File: src/rtl/alu_pkg.sv
// Shared definitions for the ALU sequencer: opcode encodings, FSM states
// and the opcode legality helper.
package alu_pkg;

    localparam logic [2:0] OP_ADD = 3'b001;
    localparam logic [2:0] OP_AND = 3'b010;
    localparam logic [2:0] OP_OR  = 3'b011;
    localparam logic [2:0] OP_MUL = 3'b100;
    localparam logic [2:0] OP_SUB = 3'b101;
    localparam logic [2:0] OP_SLT = 3'b110;

    typedef enum logic [1:0] {
        IDLE = 2'd0,
        WAIT = 2'd1,
        DONE = 2'd2
    } state_t;

    function automatic logic is_legal_op(input logic [2:0] op);
        return (op >= OP_ADD) && (op <= OP_SLT);
    endfunction

endpackage

File: src/rtl/alu_sequencer_if.sv
// Command/response handshake bundle between a command source and the
// ALU sequencer; slave is the sequencer side, master the command source.
interface alu_sequencer_if #(
    parameter int W   = 32,
    parameter int OPW = 3
);
    logic           req_valid;
    logic           req_ready;
    logic [OPW-1:0] req_op;
    logic [W-1:0]   req_a;
    logic [W-1:0]   req_b;

    logic           rsp_valid;
    logic           rsp_ready;
    logic [W-1:0]   rsp_data;
    logic           rsp_zero;
    logic           rsp_illegal;
    logic           rsp_zchk_err;

    modport slave (
        input  req_valid, req_op, req_a, req_b, rsp_ready,
        output req_ready, rsp_valid, rsp_data, rsp_zero, rsp_illegal, rsp_zchk_err
    );

    modport master (
        output req_valid, req_op, req_a, req_b, rsp_ready,
        input  req_ready, rsp_valid, rsp_data, rsp_zero, rsp_illegal, rsp_zchk_err
    );
endinterface

File: src/rtl/alu_sequencer.sv
// Issues registered commands to a combinational ALU, waits SETTLE cycles,
// captures result/zero flag and returns them with completion/error counters.
module alu_sequencer
    import alu_pkg::*;
#(
    parameter int W      = 32,
    parameter int OPW    = 3,
    parameter int SETTLE = 1,
    parameter int CNTW   = 16
) (
    input  logic             clk,
    input  logic             rst_n,
    alu_sequencer_if.slave   bus,
    output logic [OPW-1:0]   alu_op,
    output logic [W-1:0]     alu_a,
    output logic [W-1:0]     alu_b,
    input  logic [W-1:0]     alu_r,
    input  logic             alu_z,
    output logic [CNTW-1:0]  op_count,
    output logic [7:0]       err_count
);

    localparam logic [3:0] SETTLE_C = 4'(SETTLE);

    state_t          state_q, state_d;
    logic [3:0]      cnt_q, cnt_d;
    logic            illegal_q, illegal_d;
    logic [OPW-1:0]  alu_op_q, alu_op_d;
    logic [W-1:0]    alu_a_q, alu_a_d;
    logic [W-1:0]    alu_b_q, alu_b_d;
    logic [W-1:0]    rsp_data_q, rsp_data_d;
    logic            rsp_zero_q, rsp_zero_d;
    logic            rsp_illegal_q, rsp_illegal_d;
    logic            rsp_zchk_q, rsp_zchk_d;
    logic [CNTW-1:0] op_count_q, op_count_d;
    logic [7:0]      err_count_q, err_count_d;
    logic            req_ready_c;
    logic            accept;

    // req_ready is forced low during reset even though the state already reads IDLE
    always_comb begin
        req_ready_c = 1'b0;
        case (state_q)
            IDLE:    req_ready_c = 1'b1;
            DONE:    req_ready_c = bus.rsp_ready;
            default: req_ready_c = 1'b0;
        endcase
        req_ready_c = req_ready_c & rst_n;
    end

    assign accept = bus.req_valid && req_ready_c;

    always_comb begin
        state_d       = state_q;
        cnt_d         = cnt_q;
        illegal_d     = illegal_q;
        alu_op_d      = alu_op_q;
        alu_a_d       = alu_a_q;
        alu_b_d       = alu_b_q;
        rsp_data_d    = rsp_data_q;
        rsp_zero_d    = rsp_zero_q;
        rsp_illegal_d = rsp_illegal_q;
        rsp_zchk_d    = rsp_zchk_q;
        op_count_d    = op_count_q;
        err_count_d   = err_count_q;

        if (accept) begin
            alu_op_d  = bus.req_op;
            alu_a_d   = bus.req_a;
            alu_b_d   = bus.req_b;
            cnt_d     = SETTLE_C;
            illegal_d = !is_legal_op(bus.req_op);
        end

        case (state_q)
            IDLE: begin
                if (accept) state_d = WAIT;
            end
            WAIT: begin
                if (cnt_q != 4'd0) begin
                    cnt_d = cnt_q - 4'd1;
                end else begin
                    rsp_data_d    = alu_r;
                    rsp_zero_d    = alu_z;
                    rsp_zchk_d    = alu_z ^ (alu_r == '0);
                    rsp_illegal_d = illegal_q;
                    state_d       = DONE;
                end
            end
            DONE: begin
                if (bus.rsp_ready) begin
                    op_count_d = op_count_q + 1'b1;
                    if ((rsp_illegal_q || rsp_zchk_q) && (err_count_q != 8'hFF))
                        err_count_d = err_count_q + 8'd1;
                    state_d = accept ? WAIT : IDLE;
                end
            end
            default: state_d = IDLE;
        endcase
    end

    always_ff @(posedge clk or negedge rst_n) begin
        if (!rst_n) begin
            state_q       <= IDLE;
            cnt_q         <= '0;
            illegal_q     <= 1'b0;
            alu_op_q      <= '0;
            alu_a_q       <= '0;
            alu_b_q       <= '0;
            rsp_data_q    <= '0;
            rsp_zero_q    <= 1'b0;
            rsp_illegal_q <= 1'b0;
            rsp_zchk_q    <= 1'b0;
            op_count_q    <= '0;
            err_count_q   <= '0;
        end else begin
            state_q       <= state_d;
            cnt_q         <= cnt_d;
            illegal_q     <= illegal_d;
            alu_op_q      <= alu_op_d;
            alu_a_q       <= alu_a_d;
            alu_b_q       <= alu_b_d;
            rsp_data_q    <= rsp_data_d;
            rsp_zero_q    <= rsp_zero_d;
            rsp_illegal_q <= rsp_illegal_d;
            rsp_zchk_q    <= rsp_zchk_d;
            op_count_q    <= op_count_d;
            err_count_q   <= err_count_d;
        end
    end

    assign bus.req_ready    = req_ready_c;
    assign bus.rsp_valid    = (state_q == DONE);
    assign bus.rsp_data     = rsp_data_q;
    assign bus.rsp_zero     = rsp_zero_q;
    assign bus.rsp_illegal  = rsp_illegal_q;
    assign bus.rsp_zchk_err = rsp_zchk_q;
    assign alu_op           = alu_op_q;
    assign alu_a            = alu_a_q;
    assign alu_b            = alu_b_q;
    assign op_count         = op_count_q;
    assign err_count        = err_count_q;

endmodule
File: src/flat_wrapper.sv
// flat-port wrapper written by rule: the top's interface ports become plain ports
module alu_sequencer_flat import alu_pkg::*;
#(
    parameter int W      = 32,
    parameter int OPW    = 3,
    parameter int SETTLE = 1,
    parameter int CNTW   = 16
)
  (clk, rst_n, alu_op, alu_a, alu_b, alu_r, alu_z, op_count, err_count, bus_req_valid, bus_req_op, bus_req_a, bus_req_b, bus_rsp_ready, bus_req_ready, bus_rsp_valid, bus_rsp_data, bus_rsp_zero, bus_rsp_illegal, bus_rsp_zchk_err);
  alu_sequencer_if #(.W(W), .OPW(OPW)) bus_i ();
  input  logic clk;
  input  logic rst_n;
  output logic [OPW-1:0] alu_op;
  output logic [W-1:0] alu_a;
  output logic [W-1:0] alu_b;
  input  logic [W-1:0] alu_r;
  input  logic alu_z;
  output logic [CNTW-1:0] op_count;
  output logic [7:0] err_count;
  input wire logic [$bits(bus_i.req_valid)-1:0] bus_req_valid;
  input wire logic [$bits(bus_i.req_op)-1:0] bus_req_op;
  input wire logic [$bits(bus_i.req_a)-1:0] bus_req_a;
  input wire logic [$bits(bus_i.req_b)-1:0] bus_req_b;
  input wire logic [$bits(bus_i.rsp_ready)-1:0] bus_rsp_ready;
  output wire logic [$bits(bus_i.req_ready)-1:0] bus_req_ready;
  output wire logic [$bits(bus_i.rsp_valid)-1:0] bus_rsp_valid;
  output wire logic [$bits(bus_i.rsp_data)-1:0] bus_rsp_data;
  output wire logic [$bits(bus_i.rsp_zero)-1:0] bus_rsp_zero;
  output wire logic [$bits(bus_i.rsp_illegal)-1:0] bus_rsp_illegal;
  output wire logic [$bits(bus_i.rsp_zchk_err)-1:0] bus_rsp_zchk_err;
  assign bus_i.req_valid = bus_req_valid;
  assign bus_i.req_op = bus_req_op;
  assign bus_i.req_a = bus_req_a;
  assign bus_i.req_b = bus_req_b;
  assign bus_i.rsp_ready = bus_rsp_ready;
  assign bus_req_ready = bus_i.req_ready;
  assign bus_rsp_valid = bus_i.rsp_valid;
  assign bus_rsp_data = bus_i.rsp_data;
  assign bus_rsp_zero = bus_i.rsp_zero;
  assign bus_rsp_illegal = bus_i.rsp_illegal;
  assign bus_rsp_zchk_err = bus_i.rsp_zchk_err;
  alu_sequencer #(.W(W), .OPW(OPW), .SETTLE(SETTLE), .CNTW(CNTW)) u_core (.clk(clk), .rst_n(rst_n), .bus(bus_i), .alu_op(alu_op), .alu_a(alu_a), .alu_b(alu_b), .alu_r(alu_r), .alu_z(alu_z), .op_count(op_count), .err_count(err_count));
endmodule
File: config.mk
export PLATFORM = sky130hd
export DESIGN_NAME = alu_sequencer_flat
export DESIGN_NICKNAME = d
export VERILOG_FILES = /design/src/rtl/alu_pkg.sv /design/src/rtl/alu_sequencer_if.sv /design/src/rtl/alu_sequencer.sv /design/src/flat_wrapper.sv
export SDC_FILE = /design/constraint.sdc
export NUM_CORES = 1
export LEC_CHECK = 0
export CORE_MARGIN = 2
export CORE_UTILIZATION = 39
export CTS_BUF_LIST = sky130_fd_sc_hd__clkbuf_4
export DETAILED_ROUTE_END_ITERATION = 10
export GPL_TIMING_DRIVEN = 0
export HOLD_SLACK_MARGIN = 0.03
export PLACE_DENSITY = 0.78
export REMOVE_ABC_BUFFERS = 1
export SYNTH_ARGS = -nofsm -noshare
export SYNTH_HDL_FRONTEND = slang
export SYNTH_SLANG_ARGS = --single-unit
File: constraint.sdc
create_clock -name clk -period 1.5 [get_ports clk]
set_input_delay 0.3 -clock clk [delete_from_list [all_inputs] [get_ports clk]]
set_output_delay 0.3 -clock clk [all_outputs]
set_load 0.02 [all_outputs]
After elaboration in Yosys (flattened, before gate mapping) --
Index checks and enable logic that the tools add are counted.
Storage, ports and cells: bits of input ports 104, logic and storage cells 47, register bits 133, output and inout port bits 128
Operators by class: add/sub/neg operators 3, magnitude comparators 2, reductions and logical operators 12, bitwise logic cells 3, muxes and demuxes 9, eq/ne operators 6
Operators by type and width (count):
- $logic_not A32 Y1 | 1
- $add A16 B1 Y16 const B | 1
- $mux W4 | 3
- $add A8 B1 Y8 const B | 1
- $ne A8 B8 Y1 const B | 1
- $mux W2 | 3
- $pmux W2 S3 | 1
- $reduce_and A3 Y1 | 2
- $ne A2 B2 Y1 const B | 2
- $reduce_and A2 Y1 | 2
- $reduce_bool A4 Y1 | 1
- $sub A4 B1 Y4 const B | 1
- $ge A3 B1 Y1 const B | 1
- $le A3 B3 Y1 const B | 1
- $logic_and A1 B1 Y1 | 3
- $eq A2 B1 Y1 const B | 1
- $eq A2 B2 Y1 const B | 1
- $logic_not A2 Y1 | 1
- $ne A2 B1 Y1 const B | 1
- $pmux W1 S2 | 1
- $and A1 B1 Y1 | 1
- $logic_not A1 Y1 | 1
- $logic_or A1 B1 Y1 | 1
- $mux W1 | 1
- other kinds (2) | 2

Logic depth before layout (Yosys ltp) --
Gate-level depths: netlist of run 1.
depth in word-level cells 7, depth in mapped cells 8

Worst setup path after synthesis of run 1 --
OpenSTA, ideal clock, no wires.
kind register to register, start point register u_core.cnt_q[0], end point register u_core.rsp_zchk_q (netlist: u_core.bus.rsp_zchk_err), required time 1431 ps, data arrival time 1549 ps, buffers on the path 0, cell stages (with the launch flop) 7, setup time 69 ps, setup slack -118 ps, cells stage by stage dfrtp_1 > inv_1 > ha_1 > nor3b_4 > nand2_2 > or4_1 > nand3_1
On the way: longest elaborated chain between the ends 3
RTL lines:
- start: declaration | line alu_sequencer.sv:26 | logic [3:0] cnt_q, cnt_d;
- start signal: assignment | line alu_sequencer.sv:118 | cnt_q <= cnt_d;
- $reduce_bool A4 Y1 | line alu_sequencer.sv:80 | if (cnt_q != 4'd0) begin
- $not A1 Y1 (no source line)
- $reduce_and A2 Y1 (no source line)
- end signal: assignment | line alu_sequencer.sv:126 | rsp_zchk_q <= rsp_zchk_d;
- end: declaration | line alu_sequencer.sv:34 | logic rsp_zchk_q, rsp_zchk_d;
Every way passes these cells. A chain may end at the register's enable or synchronous reset.

Worst setup path after layout of run 1 --
start point register u_core.state_q[1], end point output bus_rsp_valid
On the way: longest elaborated chain between the ends 1
RTL lines:
- start: declaration | line alu_sequencer.sv:25 | state_t state_q, state_d;
- start signal: assignment | line alu_sequencer.sv:117 | state_q <= state_d;
- $eq A2 B2 Y1 | line alu_sequencer.sv:133 | assign bus.rsp_valid = (state_q == DONE);
- end: declaration | line flat_wrapper.sv:26 | output wire logic [$bits(bus_i.rsp_valid)-1:0] bus_rsp_valid;
Every way passes these cells.

==> impl_metrics.toml, run 1 <==
[final_layout]
drive_above_1_share = 0.490
multiInputGateArea_um2 = 2270
seq_area_um2 = 3330
fillers = 1027
fin_nets = 849
final_core_util = 0.655
fin_cells = 927
antenna_cells = 0
syn_to_final_growth_pct = 63.7

[sta]
worstMarginPinSlew_ns = 0.635
rsz0062_at_grt = "true"
period_needed_ns = 1.72
setup_slack_ns = -0.223
finalMaxSlewViolations = 0
hold_viol = 62
setup_violations = 122
finalClockSkew_ns = 0.00957
finalCritPeriodShare = 1.15
relSlewSlack = 0.577
whs_ns = -0.252
max_freq_ghz = 0.580

[place]
dp_hpwl_um = 10000
portBuffers = 231
dp_cells = 816
gp_congestion = 0.785

[setup_path]
worstPathRequired_ns = 1.20
cp_slowest_cell = "dfrtp_1"
crit_type = "register to output pin"
end_kind = "output pin"
slowest_delay_ns = 0.41
worstPathMaxFanout = 5
worst_path_most_repeated_cell = "buf_6"
crit_chain = "buf_4 > buf_6 > nand2b_4 > inv_2 > buf_6"
startpoint_type = "register"
arrival_ns = 1.42

[synthesis]
synth.avg_cell_area_um2 = 12.6
synth_edf_count = 0
synth_cell_type_count = 39
ys_seq_elements = 133
synthArstFlopShare = 1.00
synthFlopType = "dfrtp_1"
ys_warn_count = 0
ys_seq_area_frac = 0.626
synth_cells = 422
netlist_area_um2 = 5320

[pwr]
p_comb_frac = 0.522
design_power_total_mw = 16.4
pwr-share-clk = 0.112
leakage_nw = 4.35
p_sw_mw = 6.65
power_density_nw_per_um2 = 1880
swShare = 0.406
peakVddDrop_mv = 0.930
p_int_mw = 9.74
seq_power_share = 0.366

[run_status]
failed_checks = "hold timing, setup timing"
status = "finished, violations left"

[clocking]
clkTransAtPathRegs_ns = 0.10
ctsLongestPathBuffers = 2
insertion_delay_ns = 0.52
cts_made_buffers = 17
cts_tree = "done"
root_buffer = "clkbuf_4"
h-tree-depth = 4
clkSinkCount = 133

[die]
initial_core_util = 0.400
die_y_um = 121
die-area_um2 = 14600
core_area_um2 = 13300
rows = 42
pin_count = 232
dieWidth_um = 121

[route]
first_pass_iters = 5
drc = 0
finalWirelength_um = 17000
vias_per_cell = 4.94
route.detailed.wl_per_inst_um = 18.4
vias = 4583
dr.first_iter.drc_count = 261
ant_nets = 0

[grt]
antenna_found_initial = 0
grt_pass1_wl_um = 25600
grt_overflow_total = 0
gr-usage-all-layers = 0.230
grt_max_degree = 72
grt_pass1_vias = 4875

[min_path]
hp-class = "primary input to async pin"

[job]
cap_violations = 0
cell usage after synthesis, drive strengths merged, types with 2 or more instances:
cell / count / share of area
xor2: 8 / 0.013
inv: 4 / 0.0028
nand2b: 2 / 0.0024
nor2b: 2 / 0.0024
buf: 14 / 0.021
nor2: 6 / 0.0042
nand3: 10 / 0.0094
mux2: 70 / 0.15
ha: 3 / 0.0071
nor3b: 2 / 0.0049
nor4: 8 / 0.0094
nand2: 110 / 0.078
nor3: 5 / 0.0056
xnor2: 14 / 0.023
and3: 4 / 0.0047
o21ai: 3 / 0.0028
or4: 2 / 0.0028
dfrtp: 133 / 0.63
nand4: 8 / 0.0094
through the flow:
step                      setup WS, ns  area, µm²  hold WS [ns]  setup TNS (ns)
after detailed placement        -0.899       7810         0.334          -84.75
after global placement           -9.40       7730         0.460        -1371.87
after global routing            -0.336       8700        -0.249          -18.30
final                           -0.223       8700        -0.252          -11.82
after CTS                       -0.248       8270        -0.262           -6.17
after floorplan                  -2.18       5200       0.00441         -167.29
power by group through the flow:
stage,registers (mW),clock network (mW),logic [mW]
floorplan,7.80,0,2.04
global placement,5.99,0,7.67
detailed placement,6.10,0,7.78
CTS,5.94,1.89,7.79
global route,6.19,2.09,9.07
finish,6.00,1.83,8.57
cells by family (layout without fill, tap and decap cells):
| logic type | count (synthesis) | in the layout | share of synthesized area |
|---|---|---|---|
| buffers and inverters | 19 | 342 | 0.0249 |
| adders and majority gates | 3 | 3 | 0.00706 |
| xor gates and xnor gates | 22 | 22 | 0.0362 |
| and+or+nand+nor | 166 | 172 | 0.144 |
| AOI/OAI and AO/OA | 9 | 9 | 0.0134 |
| DFF | 133 | 133 | 0.626 |
| muxes | 70 | 70 | 0.148 |
layout make-up:
class,count,share of cell area
clock inverters,9,0.00489
inverters,4,0.00172
clock buffers,19,0.0164
flip-flops and latches,133,0.383
repair buffers,310,0.308
well taps,176,0.0253
multi-input cells,276,0.261
metal layers:
| metal | global-route usage | vias to the layer above | share of wire |
|---|---|---|---|
| met5 | 0 | - | 0 |
| met4 | 0.0908 | 0 | 0.029 |
| met3 | 0.0825 | 43 | 0.069 |
| met2 | 0.386 | 183 | 0.52 |
| met1 | 0.270 | 2266 | 0.38 |
| li1 | - | 2091 | - |
worst paths after layout:
kind / startpoint / end / slack (ns) / cells after the start
min in group clk: alu_r[6] / u_core.bus.rsp_data[6]$_DFFE_PN0P_ / 0.34 / 3
worst max register to register: u_core.state_q[0]$_DFFE_PN0P_ / u_core.alu_b[24]$_DFFE_PN0P_ / -0.21 / 3
max in group asynchronous: rst_n / u_core.alu_b[30]$_DFFE_PN0P_ / 0.99 / 2
worst min register to register: u_core.bus.rsp_data[10]$_DFFE_PN0P_ / u_core.bus.rsp_data[10]$_DFFE_PN0P_ / 0.47 / 2
worst max-delay path: u_core.state_q[1]$_DFFE_PN0P_ / bus_rsp_valid / -0.22 / 5
worst min-delay path: rst_n / u_core.bus.rsp_data[22]$_DFFE_PN0P_ / -0.25 / 1
cells in the final DEF (no fill, tap or decap), types with 6 or more instances in the layout:
master / count
buf_16: 7
nand4_1: 8
mux2_4: 27
nor4_1: 8
clkdlybuf4s50_1: 102
xnor2_1: 12
nand3_1: 6
mux2_2: 43
clkbuf_4: 19
clkinv_2: 7
buf_6: 25
xor2_1: 8
buf_4: 45
nand2_1: 86
buf_2: 118
dfrtp_1: 131
buf_12: 8
nand2_2: 23
worst max-delay path: cells and delay by family, from the launching register on:
family / cells / cell delay (ns)
DFF: 1 / 0.41
buffers and inverters: 4 / 0.42
and+or+nand+nor: 1 / 0.07
what timing repair did:
item                                   4_1_cts  5_1_grt
buffers inserted                            53       17
cloned                                      12        3
gates resized for setup                    590       83
setup endpoints to repair                  253      139
pin swaps                                    9       29
endpoints found under the hold margin       62       62
sequential cells by signal, indices dropped and copies added (netlist names):
name / flops
u_core.bus.rsp_illegal: 1
u_core.alu_a: 32
u_core.op_count: 16
u_core.bus.rsp_zchk_err: 1
u_core.err_count: 8
u_core.state_q: 2
u_core.bus.rsp_zero: 1
u_core.illegal_q: 1
u_core.cnt_q: 4
u_core.alu_b: 32
u_core.alu_op: 3
u_core.bus.rsp_data: 32
No activity file was read; power rests on OpenSTA's default activity.
==> inputs of run 2 (changes only) <==
--- a/config.mk
+++ b/config.mk
@@ -13,6 +13,7 @@
 export HOLD_SLACK_MARGIN = 0.03
 export PLACE_DENSITY = 0.78
 export REMOVE_ABC_BUFFERS = 1
+export SKIP_LAST_GASP = 1
 export SYNTH_ARGS = -nofsm -noshare
 export SYNTH_HDL_FRONTEND = slang
 export SYNTH_SLANG_ARGS = --single-unit
==> impl_metrics.toml, run 2 (same netlist as run 1, synthesis figures left out) <==
[die]
die_y_um = 121
initial_core_util = 0.400
rows = 42
dieWidth_um = 121
pin_count = 232
die-area_um2 = 14600
core_area_um2 = 13300

[route]
ant_nets = 0
first_pass_iters = 4
vias = 4548
vias_per_cell = 4.92
route.detailed.wl_per_inst_um = 18.2
drc = 0
finalWirelength_um = 16800
dr.first_iter.drc_count = 205

[place]
dp_hpwl_um = 10000
dp_cells = 816
portBuffers = 231
gp_congestion = 0.785

[clocking]
cts_tree = "done"
ctsLongestPathBuffers = 2
cts_made_buffers = 17
insertion_delay_ns = 0.52
clkSinkCount = 133
clkTransAtPathRegs_ns = 0.11
root_buffer = "clkbuf_4"
h-tree-depth = 4

[grt]
grt_pass1_vias = 4886
antenna_found_initial = 0
grt_max_degree = 72
grt_overflow_total = 0
grt_pass1_wl_um = 25500
gr-usage-all-layers = 0.230

[final_layout]
antenna_cells = 0
layout_common_cells = "dfrtp_1, buf_2, clkdlybuf4s50_1"
drive_above_1_share = 0.489
fin_nets = 847
syn_to_final_growth_pct = 63.0
layout_commonest_cell = "dfrtp_1"
fin_cells = 925

[sta]
setup_slack_ns = -0.230
finalMaxSlewViolations = 0
fin_tns_setup_ns = -11.35
rsz0062_at_grt = "true"
finalCritPeriodShare = 1.15
whs_ns = -0.242
relSlewSlack = 0.575
setup_violations = 120
max_freq_ghz = 0.578
finalClockSkew_ns = 0.0135
worstMarginPinSlew_ns = 0.637
period_needed_ns = 1.73
hold_viol = 62

[setup_path]
arrival_ns = 2.13
cpLargestDelayFamily = "simple AND/OR/NAND/NOR gates"
startpoint_type = "register"
crit_chain = "buf_4 > nand4bb_2 > mux2_2"
crit_type = "register to register"
worstPathMaxFanout = 10
cp_slowest_cell = "nand4bb_2"
critPathBufInv = 1
worstPathRequired_ns = 1.90
slowest_delay_ns = 0.57
end_kind = "register"

[pwr]
peakVddDrop_mv = 0.932
power_density_nw_per_um2 = 1880
leakage_nw = 4.31

[run_status]
failed_checks = "hold timing, setup timing"
status = "finished, violations left"

[min_path]
hp-class = "primary input to async pin"

[job]
cap_violations = 0
run 2: routing by layer:
metal  GRT usage  wire length, µm  up-vias
li1            -                -     2089
met1       0.267             6390     2257
met2       0.386             8840      169
met3      0.0830             1170       33
met4      0.0901              418        0
met5           0                0        -
run 2: timing repair:
item / in CTS / in global routing
cloned: 12 / 3
gates resized for setup: 585 / 84
hold endpoints to repair: 62 / 62
endpoints found under the setup margin: 253 / 139
pin swaps: 7 / 31
setup buffers: 53 / 16
run 2: path summary, 6_finish.rpt:
check,start,to,slack (ns),depth (start not counted)
worst max-delay path,u_core.state_q[0]$_DFFE_PN0P_,u_core.alu_b[24]$_DFFE_PN0P_,-0.23,3
worst min-delay path,rst_n,u_core.op_count[2]$_DFFE_PN0P_,-0.24,1
worst max register to register,u_core.state_q[0]$_DFFE_PN0P_,u_core.alu_b[24]$_DFFE_PN0P_,-0.23,3
worst min register to register,u_core.bus.rsp_data[10]$_DFFE_PN0P_,u_core.bus.rsp_data[10]$_DFFE_PN0P_,0.47,2
max in group asynchronous,rst_n,u_core.alu_a[0]$_DFFE_PN0P_,0.97,2
min in group clk,alu_r[20],u_core.bus.rsp_data[20]$_DFFE_PN0P_,0.35,3
run 2: area by class of cell:
class	instances	area [µm²]
fill	1039	4620
sequential	133	3330
timing repair buffer	308	2660
multi-input combinational	276	2260
tap	176	220
clock buffer	19	143
clock inverter	9	42.5
inverter	4	15.0
run 2: stage by stage:
step                power, mW  area [µm²]  setup WS, ns  hold WS (ns)  utilization
floorplan                9.83        5200         -2.18       0.00441            -
global placement         13.7        7730         -9.40         0.460        0.582
detailed placement       13.9        7810        -0.899         0.334        0.587
CTS                      15.6        8250        -0.248        -0.262        0.621
global route             17.3        8670        -0.316        -0.254        0.652
finish                   16.3        8670        -0.230        -0.242        0.652
run 2: power by group:
part | internal [mW] | switching, mW
combinational | 3.96 | 4.53
clock | 0.623 | 1.20
sequential | 5.12 | 0.873
